[config.mk]
export PLATFORM = sky130hd
export DESIGN_NAME = shift_seq_ctrl
export DESIGN_NICKNAME = d
export VERILOG_FILES = /design/src/rtl/shift_seq_ctrl.sv
export SDC_FILE = /design/constraint.sdc
export NUM_CORES = 1
export LEC_CHECK = 0
export BUFFER_PORTS_ARGS = -buffer_cell sky130_fd_sc_hd__buf_2
export CAP_MARGIN = 15
export CORE_MARGIN = 2
export CORE_UTILIZATION = 54
export CTS_BUF_LIST = sky130_fd_sc_hd__clkbuf_4
export CTS_CLUSTER_DIAMETER = 120
export DETAILED_ROUTE_END_ITERATION = 6
export PLACE_DENSITY = 0.82
export SKIP_LAST_GASP = 1
export SLEW_MARGIN = 10
export SYNTH_ARGS = -nofsm -noshare
export SYNTH_HDL_FRONTEND = slang
export SYNTH_SLANG_ARGS = --single-unit
[constraint.sdc]
create_clock -name clk -period 4.4 [get_ports clk]
set_clock_uncertainty 0.1 [all_clocks]
set_input_delay 0.88 -clock clk [delete_from_list [all_inputs] [get_ports clk]]
set_output_delay 0.88 -clock clk [all_outputs]
set_load 0.02 [all_outputs]
[src/rtl/shift_seq_ctrl.sv]
// rtl/shift_seq_ctrl.sv - command sequencer feeding an 8-bit universal shift register
module shift_seq_ctrl #(
    parameter int WIDTH = 8,
    parameter int CNT_W = 4
) (
    input  logic             clk,
    input  logic             reset,
    input  logic             start,
    output logic             ready,
    input  logic [WIDTH-1:0] data_in,
    input  logic             dir,
    input  logic             fill,
    input  logic [CNT_W-1:0] count,
    output logic [1:0]       s,
    output logic [WIDTH-1:0] i,
    output logic             r,
    output logic             busy,
    output logic             done
);

    typedef enum logic [1:0] {IDLE, LOAD, SHIFT, DONE} state_t;

    localparam logic [1:0] S_HOLD  = 2'b00;
    localparam logic [1:0] S_UP    = 2'b01;
    localparam logic [1:0] S_DOWN  = 2'b10;
    localparam logic [1:0] S_LOAD  = 2'b11;

    state_t           state, state_next;
    logic [CNT_W-1:0] remaining;
    logic             dir_q, fill_q;
    logic             accept;

    logic [1:0]       s_next;
    logic             r_next, busy_next, done_next, ready_next;

    assign accept = start && ready && (state == IDLE);

    always_comb begin
        state_next = state;
        case (state)
            IDLE:    if (accept) state_next = LOAD;
            LOAD:    state_next = (remaining == '0) ? DONE : SHIFT;
            SHIFT:   if (remaining == CNT_W'(1)) state_next = DONE;
            DONE:    state_next = IDLE;
            default: state_next = IDLE;
        endcase
    end

    // Outputs are decoded from the next state and registered, so they settle
    // right after the rising edge, half a cycle ahead of the register's sample.
    always_comb begin
        s_next     = S_HOLD;
        r_next     = 1'b0;
        busy_next  = 1'b0;
        done_next  = 1'b0;
        ready_next = 1'b0;
        case (state_next)
            IDLE:  ready_next = 1'b1;
            LOAD: begin
                s_next    = S_LOAD;
                busy_next = 1'b1;
            end
            SHIFT: begin
                s_next    = dir_q ? S_DOWN : S_UP;
                r_next    = fill_q;
                busy_next = 1'b1;
            end
            DONE:  done_next = 1'b1;
            default: ready_next = 1'b0;
        endcase
    end

    always_ff @(posedge clk) begin
        if (reset) begin
            state     <= IDLE;
            remaining <= '0;
            dir_q     <= 1'b0;
            fill_q    <= 1'b0;
            s         <= S_HOLD;
            i         <= '0;
            r         <= 1'b0;
            busy      <= 1'b0;
            done      <= 1'b0;
            ready     <= 1'b1;
        end else begin
            state <= state_next;
            s     <= s_next;
            r     <= r_next;
            busy  <= busy_next;
            done  <= done_next;
            ready <= ready_next;
            if (accept) begin
                i         <= data_in;
                dir_q     <= dir;
                fill_q    <= fill;
                remaining <= count;
            end else if (state == SHIFT) begin
                remaining <= remaining - CNT_W'(1);
            end
        end
    end

endmodule

==> metrics.txt <==
critical register-to-register path endpoint=s[1]; Avg Cell Area, Syn=8.99 µm²; CP Max Fanout=18; Die Width=45.2 µm; Final Hold Vio Count=0; hold buffers post-CTS=0; most frequent cells in the layout=buf_2 (30), nand2_1 (24), dfxtp_1 (22), a21oi_1 (11), nor2_1 (8); #FFs+latches synth=22; Clock Sinks=22; via count=796; Post-CTS Setup Bufs=0; Synth area leaders=dfxtp_1 (48%), nand2_1 (9.8%), ha_1 (9.5%); Mapped Nets=126; std cell rows=14; Area after DPL=1070 µm²; Cell Pwr Density=687 nW/µm²; post-synth top area cell=dfxtp_1; most common cell after layout, fill and taps aside=buf_2; outcome=finished clean; clock buffer depth=2; Clock Latency Late Sink=310 ps; Worst Path Required=4510 ps; Buf/Inv on CP=1; vias in the first global route=720; Final setup viols=0; startpoint type of the worst setup path=flip-flop; synth warn=0; Max-slew headroom=0.714; global-route wire length before repair=3010 µm; Total Routing Usage GR=0.206; Iter 0 DRT Violations=18; ANT cells=0; die area=2040 µm²; hold path cells=2; placer congestion estimate=0.777; initial antenna violation count=0; GRT overflow=0; fin crit period=1890 ps; port bufs=30; critical setup path kind=reg2reg; Crit. End Element=flip-flop; largest net degree at the start of global routing=22; peak supply drop=0.354 mV; Crit-path slowest cell=a32o_2; final net count=157; Cell Area, Synth=917 µm²; CTS-repair resized insts=0; WL/cell=12.8 µm; period utilization=0.429; Min-Delay Endpoint=fill_q; CP arrival=2000 ps; Critical Path Max Stage Delay=420 ps; CTS HTree Levels=1; dpl hpwl=1400 µm; Final ANT Viol Nets=0; critical path's top delay family=compound AO/OA/AOI/OAI gates; Fin Setup TNS=0 ps; Least-Margin Pin Slew=428 ps; total of max-cap violations=0; sequential share of the synthesized area=0.480; area fraction of the dominant cell type after synthesis=0.480; Yosys cell types=22; cell area after layout=1100 µm²; num ports=31; share of layout cells above drive strength 1=0.280; RSZ-0062 raised after global routing=false; CTS tree=done; hold path startpoint=fill_q; Num CTS Buffers=3; final max-slew violation count=0; vias per std cell=5.38; Residual DRC=0; clock root buffer=clkbuf_4; CP cell instances=inv_1 -> ha_1 -> nand3_2 -> a32o_2 -> mux2_1; Leak=0.508 nW; final WL=1890 µm; initial core utilization=0.595; Gate Count Post-Synth=102; DR pass1 iterations=4; flop-to-flop setup slack=2510 ps; maximum clock rate=530 MHz; P&R area growth vs syn=19.8%; core area=1540 µm²; Reg-to-Reg Start=state[0]; R2R depth=5; clock-pin slew on the worst setup and hold paths=120 ps; worst min path class=reg2reg; die extent in y=45.2 µm
## through the flow
stage                     cells  hold slack, ps  setup slack, ps   util  power, mW
after global routing        148             390             2350  0.713      0.815
final                       148             363             2510  0.713      0.754
after detailed placement    144             344             2170  0.696      0.668
after CTS                   148             360             2490  0.713      0.759
after global placement      144             342             2180  0.696      0.650
after floorplan             102             332             2530      -      0.574
## cells in the mapped netlist, drive strengths merged
cell type  instances
a21o               1
o21ai              1
buf                1
clkbuf             3
nor3               2
mux2               3
ha                 7
xor2               1
nand3              1
xnor2              2
nor4b              1
o211ai             1
nor3b              1
a211oi             3
a31oi              1
nor2               8
dfxtp             22
a32o               1
inv                5
and3               2
nand2             24
a21oi             11
## layer usage
metal,GRT usage,up-vias,share of wire
met5,0,-,0
met3,0.0360,4,0.057
met4,0.0882,0,0.011
met1,0.238,360,0.41
met2,0.369,32,0.52
li1,-,400,-
## worst register-to-register path: stages, from the launching register on
cell and delay (ps):
dfxtp_1 340, inv_1 120, ha_1 200, nand3_2 280
a32o_2 420, mux2_1 320
## how the worst max path moves through the flow
stage / start / to / slack [ps] / depth (start not counted)
2_1_floorplan: start / busy / 2530 / 3
3_3_place_gp: start / busy / 2180 / 4
3_5_place_dp: start / s[1] / 2170 / 4
4_1_cts: state[0] / s[1] / 2490 / 5
5_1_grt: state[0] / busy / 2350 / 5
6_report: state[0] / s[1] / 2510 / 5
## where the power goes
part / internal [mW] / leakage, nW / switching [mW]
clock network: 0.0331 / 0.0154 / 0.0593
logic: 0.145 / 0.312 / 0.213
registers: 0.262 / 0.181 / 0.0421
total: 0.440 / 0.508 / 0.314
## logic make-up after synthesis
group,Yosys count,synth area share
AO/OA/AOI/OAI,19,0.126
AND/OR/NAND/NOR,39,0.196
multiplexers,3,0.0368
adder cells (fa/ha/maj),7,0.0955
flip-flops,22,0.480
XOR/XNOR,3,0.0287
buffers and inverters,9,0.0368
## final cells by class
type                            count  area (µm²)
Sequential cell                    22         440
Fill cell                         140         443
Clock inverter                      1        3.75
Clock buffer                        3        22.5
Timing Repair Buffer               30         150
Tap cell                           16        20.0
Inverter                            5        18.8
Multi-Input combinational cell     71         443
## sequential cells by signal (all words and copies together) (netlist names)
register / count
busy: 1
dir_q: 1
fill_q: 1
ready: 1
s: 2
i: 8
state: 2
done: 1
remaining: 4
r: 1
Power figures use the tool's default switching activity.
